File: src/rtl/fifo_stream_reader_pkg.sv
// Shared constants and helpers for the FIFO stream reader and its skid buffer.
// Latency: n/a (package only).
// Backpressure: n/a.
package fifo_stream_reader_pkg;

  // Skid buffer depth: covers the one-cycle FIFO read latency plus a full-rate pipeline.
  localparam int SKID_DEPTH = 3;

  typedef logic [1:0] ptr_t;

  // Circular pointer increment for a 3-entry buffer: 0 -> 1 -> 2 -> 0.
  function automatic ptr_t ptr_inc(input ptr_t p);
    return (p == ptr_t'(SKID_DEPTH - 1)) ? 2'd0 : p + 2'd1;
  endfunction

endpackage

File: src/rtl/skid_buffer_3.sv
// 3-entry circular skid buffer: storage, head/tail pointers and occupancy.
// Latency: a push is visible at o_data/o_occ the cycle after the push edge.
// Backpressure: none internally; the caller never pushes when full or pops when empty.
module skid_buffer_3
  import fifo_stream_reader_pkg::*;
#(
  parameter int DATA_WIDTH = 8
) (
  input  logic                  clk,
  input  logic                  reset_n,
  input  logic                  i_push,
  input  logic [DATA_WIDTH-1:0] i_push_data,
  input  logic                  i_pop,
  output logic [DATA_WIDTH-1:0] o_data,
  output logic [1:0]            o_occ
);

  logic [DATA_WIDTH-1:0] r_mem [SKID_DEPTH];
  ptr_t                  r_head;
  ptr_t                  r_tail;
  logic [1:0]            r_occ;

  // Storage write at the tail; cleared on reset so the head word reads as zero.
  always_ff @(posedge clk or negedge reset_n) begin
    if (!reset_n) begin
      for (int i = 0; i < SKID_DEPTH; i++) r_mem[i] <= '0;
    end else if (i_push) begin
      r_mem[r_tail] <= i_push_data;
    end
  end

  // Pointer and occupancy update; simultaneous push and pop leaves occupancy unchanged.
  always_ff @(posedge clk or negedge reset_n) begin
    if (!reset_n) begin
      r_head <= '0;
      r_tail <= '0;
      r_occ  <= '0;
    end else begin
      if (i_push) r_tail <= ptr_inc(r_tail);
      if (i_pop)  r_head <= ptr_inc(r_head);
      case ({i_push, i_pop})
        2'b10:   r_occ <= r_occ + 2'd1;
        2'b01:   r_occ <= r_occ - 2'd1;
        default: r_occ <= r_occ;
      endcase
    end
  end

  assign o_data = r_mem[r_head];
  assign o_occ  = r_occ;

endmodule

File: src/rtl/fifo_stream_reader.sv
// Pops a synchronous FIFO and presents the words as a valid/ready stream with burst framing.
// Latency: output valid two cycles after the cycle fifo_rd_en is high (empty buffer); 1 word/cycle sustained.
// Backpressure: m_ready stalls the output; pops stop once buffered + in-flight words reach 3, never combinationally from m_ready.
module fifo_stream_reader
  import fifo_stream_reader_pkg::*;
#(
  parameter int DATA_WIDTH = 8,
  parameter int BURST_LEN  = 4,
  parameter int CNT_WIDTH  = 16
) (
  input  logic                  clk,
  input  logic                  reset_n,
  input  logic                  i_enable,
  output logic                  o_fifo_rd_en,
  input  logic [DATA_WIDTH-1:0] i_fifo_data,
  input  logic                  i_fifo_empty,
  output logic                  o_m_valid,
  input  logic                  i_m_ready,
  output logic [DATA_WIDTH-1:0] o_m_data,
  output logic                  o_m_last,
  output logic [CNT_WIDTH-1:0]  o_words_out
);

  localparam logic [15:0] LAST_BEAT = 16'(BURST_LEN - 1);

  logic                 r_run;
  logic                 r_inflight;
  logic [15:0]          r_beat_cnt;
  logic [CNT_WIDTH-1:0] r_words_out;

  logic [1:0]            w_occ;
  logic [2:0]            w_fill;
  logic                  w_rd_en;
  logic                  w_valid;
  logic                  w_hs;
  logic [DATA_WIDTH-1:0] w_head_data;

  // Reserve a buffer slot for every word already popped but not yet landed.
  assign w_fill  = {1'b0, w_occ} + {2'b00, r_inflight};
  assign w_rd_en = r_run & i_enable & ~i_fifo_empty & (w_fill < 3'(SKID_DEPTH));
  assign w_valid = (w_occ != 2'd0);
  assign w_hs    = w_valid & i_m_ready;

  skid_buffer_3 #(
    .DATA_WIDTH (DATA_WIDTH)
  ) u_skid (
    .clk         (clk),
    .reset_n     (reset_n),
    .i_push      (r_inflight),
    .i_push_data (i_fifo_data),
    .i_pop       (w_hs),
    .o_data      (w_head_data),
    .o_occ       (w_occ)
  );

  // run_q holds pops off until the first edge after reset release; inflight tracks the pending read.
  always_ff @(posedge clk or negedge reset_n) begin
    if (!reset_n) begin
      r_run      <= 1'b0;
      r_inflight <= 1'b0;
    end else begin
      r_run      <= 1'b1;
      r_inflight <= w_rd_en;
    end
  end

  // Burst position and delivered-word count advance on every accepted word.
  always_ff @(posedge clk or negedge reset_n) begin
    if (!reset_n) begin
      r_beat_cnt  <= '0;
      r_words_out <= '0;
    end else if (w_hs) begin
      r_beat_cnt  <= (r_beat_cnt == LAST_BEAT) ? 16'd0 : r_beat_cnt + 16'd1;
      r_words_out <= r_words_out + 1'b1;
    end
  end

  a_no_overflow: assert property (@(posedge clk) disable iff (!reset_n) w_fill <= 3'(SKID_DEPTH));

  assign o_fifo_rd_en = w_rd_en;
  assign o_m_valid    = w_valid;
  assign o_m_data     = w_head_data;
  assign o_m_last     = w_valid & (r_beat_cnt == LAST_BEAT);
  assign o_words_out  = r_words_out;

endmodule

File: config.mk
export PLATFORM = sky130hd
export DESIGN_NAME = fifo_stream_reader
export DESIGN_NICKNAME = d
export VERILOG_FILES = /design/src/rtl/fifo_stream_reader_pkg.sv /design/src/rtl/skid_buffer_3.sv /design/src/rtl/fifo_stream_reader.sv
export SDC_FILE = /design/constraint.sdc
export NUM_CORES = 1
export LEC_CHECK = 0
export ABC_AREA = 1
export BUFFER_PORTS_ARGS = -buffer_cell sky130_fd_sc_hd__buf_4
export CORE_AREA = 2 2 98 100
export DETAILED_ROUTE_END_ITERATION = 12
export DIE_AREA = 0 0 100 102
export SETUP_SLACK_MARGIN = 0.02
export SYNTH_ARGS = -nofsm -noshare
export SYNTH_HDL_FRONTEND = slang
export SYNTH_HIERARCHICAL = 1
export SYNTH_SLANG_ARGS = --single-unit
File: constraint.sdc
create_clock -name clk -period 4.9 [get_ports clk]
set_input_delay 0.49 -clock clk [delete_from_list [all_inputs] [get_ports clk]]
set_output_delay 0.49 -clock clk [all_outputs]
set_load 0.02 [all_outputs]
==> results by group <==
Outcome
  • Status: complete, no violations

Clock network
  • Htree depth: 3
  • CTS tree: done
  • Worst skew pair latency: 0.34 ns
  • Resized cells post-CTS: 0
  • Number of buffers added for setup after CTS: 0
  • Clock sink count: 64
  • CTS buffer count: 9
  • CTS Hold Bufs: 0
  • Clock tree buffer depth: 2
  • Root Buffer: clkbuf_8
  • Clock slew at reported path FFs: 0.08 ns

Logic synthesis
  • Post-synthesis sequential area ratio: 48.4%
  • Yosys reg bits: 64
  • Mapped Cells: 408
  • Synth warn: 6
  • Synth unique cells: 24
  • Mapped Nets: 426
  • Mapped Avg Cell Area: 8.11 µm²
  • Netlist Area Pre-Place: 3310 µm²

Min path
  • HP Class: input port to asynchronous set/reset pin

Worst setup path
  • Most frequent CP cell: ha_1
  • CP startpoint: u_skid/o_occ[0]
  • Slowest-stage cell, CP: dfrtp_1
  • Buf+Inv Stages, Crit Path: 1
  • Worst R2R Start: u_skid/o_occ[0]
  • Worst path max stage delay: 0.49 ns
  • WP data required: 4.41 ns
  • CP endpoint kind: output pin
  • Family with the most delay on the worst path: flip-flops
  • Crit path DAT: 1.73 ns
  • Worst-path maximum fanout: 6
  • Crit Path Category: flop to output pin
  • Crit path cell chain: ha_1 > ha_1 > nor2_1 > nand3_1 > a21oi_1 > buf_4
  • Crit start category: flop

Power
  • Combinational share of power: 39.7%
  • Clk pwr share: 19.2%
  • Sequential power share: 41.1%
  • Switching power: 0.000895 W
  • PD cells: 550 nW/µm²
  • Switching share of total power: 42.0%
  • Int Power: 0.00124 W
  • Max IR drop VDD: 288 µV
  • Static leakage: 1.88 nW
  • Power Total: 0.00213 W

Placed design
  • Final Wtd Congestion: 0.866
  • PortBufs: 39
  • Post-DP HPWL: 4750 µm
  • DP Area: 3700 µm²
  • Placed insts: 554

Routing
  • Total number of vias: 2698
  • DR WL/cell: 11.9 µm
  • Via-per-instance ratio: 4.73
  • DRT Pass-1 Iters: 4
  • Drt drc: 0
  • WL final: 6780 µm
  • Top routing layer used: met4
  • Antenna Violating Nets Remaining: 0
  • Met2 WL: 3120 µm
  • Routed length on met3: 206 µm
  • DRT met1 WL: 3360 µm
  • Initial DRC count: 135

Cells and area
  • Share of cells above drive strength 1: 17.4%
  • Most frequent cells in the layout: nand2_1 (115), dfrtp_1 (64), inv_1 (55)
  • Antenna cells: 0
  • Core Util, Final: 42.5%
  • Final std cells w/o fill: 570
  • Final Cell Area: 3870 µm²
  • Commonest non-fill, non-tap cell in the layout: nand2_1
  • Nets: 472
  • Layout overhead on the synthesized area: 17.1%

STA
  • Setup TNS: 0 ns
  • Min cycle time layout: 2.22 ns
  • Max-slew violations: 0
  • RSZ-0062 raised after global routing: false
  • Slew margin rel.: 46.4%
  • Fmax: 450 MHz
  • Slew @ Worst Pin: 0.804 ns
  • Final setup fails: 0
  • Layout Skew: 0.00926 ns
  • Final-report hold violation count: 0
  • Crit share post-route: 45.4%

GRT
  • Antenna violations before repair: 0
  • Pin count of the biggest net entering global routing: 65
  • Vias in the first global route: 2605
  • First-pass GRT wire length: 12100 µm
  • Total GRT Usage: 14.9%
  • Grt total ovfl: 0

Floorplan
  • Die outline width: 100 µm
  • Die area: 10200 µm²
  • Cell Rows: 35
  • Core Region: 9110 µm²
  • Boundary Pins: 40
  • Initial Utilization: 36.3%
  • Die H: 102 µm

Job
  • Max Cap Violations: 0
[power by group through the flow]
stage          combinational [W]  clock, W  sequential (W)
2_1_floorplan           0.000566         0        0.000875
3_5_place_dp            0.000853         0        0.000882
4_1_cts                 0.000856  0.000425        0.000875
3_3_place_gp            0.000833         0        0.000882
6_report                0.000845  0.000410        0.000875
5_1_grt                 0.000953  0.000450        0.000907
[metrics by stage]
step                setup slack [ns]  hold WS (ns)
floorplan                       3.06         0.194
global placement                3.07         0.465
detailed placement              3.01         0.469
CTS                             2.62         0.273
global route                    2.47         0.313
finish                          2.68         0.243
[flip-flops by register name (all words and copies together), names as in the netlist]
signal	count
u_skid/o_occ	2
u_skid/r_head	2
r_run	1
r_beat_cnt	16
u_skid/r_mem	24
u_skid/r_tail	2
r_inflight	1
o_words_out	16
[worst paths after layout]
check	cells after the start	end	slack, ns
max in group asynchronous	1	u_skid/r_mem[5]	4.14
max	6	o_fifo_rd_en	2.68
min	1	r_beat_cnt[12]	0.24
min in group clk	4	r_inflight	0.41
min reg2reg	2	u_skid/r_mem[19]	0.48
max reg2reg	7	u_skid/o_occ[1]	3.30
[Yosys cell counts]
| master | n | area share (%) |
|---|---|---|
| nand3_1 | 44 | 6.7 |
| nor2_2 | 2 | 0.38 |
| xor2_1 | 9 | 2.4 |
| nor2_8 | 1 | 0.60 |
| nand3_2 | 3 | 0.91 |
| buf_6 | 3 | 1.0 |
| conb_1 | 1 | 0.11 |
| inv_1 | 55 | 6.2 |
| xnor2_1 | 5 | 1.3 |
| o21bai_1 | 1 | 0.23 |
| o21ai_0 | 15 | 2.3 |
| dfrtp_1 | 64 | 48 |
| nor2_4 | 2 | 0.68 |
| nand2_1 | 115 | 13 |
| and2_1 | 1 | 0.19 |
| o21ai_4 | 1 | 0.49 |
| ha_1 | 5 | 1.9 |
| nor2_1 | 43 | 4.9 |
| nor3_1 | 9 | 1.4 |
| a21oi_1 | 3 | 0.45 |
| buf_4 | 1 | 0.23 |
| o21ai_2 | 16 | 4.2 |
| nand3_4 | 1 | 0.53 |
| nand4_1 | 8 | 1.5 |
[routing by layer]
layer,track usage [%],vias up
met1,19.7,1246
met2,23.5,49
met5,0,-
met4,7.27,0
li1,-,1393
met3,2.94,10
[area by class of cell]
type | count | area (µm²)
Fill cell | 923 | 5240
Sequential cell | 64 | 1600
Multi-Input combinational cell | 285 | 1460
Timing Repair Buffer | 39 | 293
Inverter | 55 | 206
Clock buffer | 11 | 141
Tap cell | 111 | 139
Clock inverter | 5 | 32.5
[cells by family after synthesis]
| family | synth area share [%] |
|---|---|
| other | 0.113 |
| xor gates and xnor gates | 3.71 |
| DFF | 48.4 |
| AOI/OAI and AO/OA | 7.67 |
| and+or+nand+nor | 30.7 |
| buffers and inverters | 7.49 |
| adders and majority gates | 1.89 |
(Power assumes the default switching activity.)
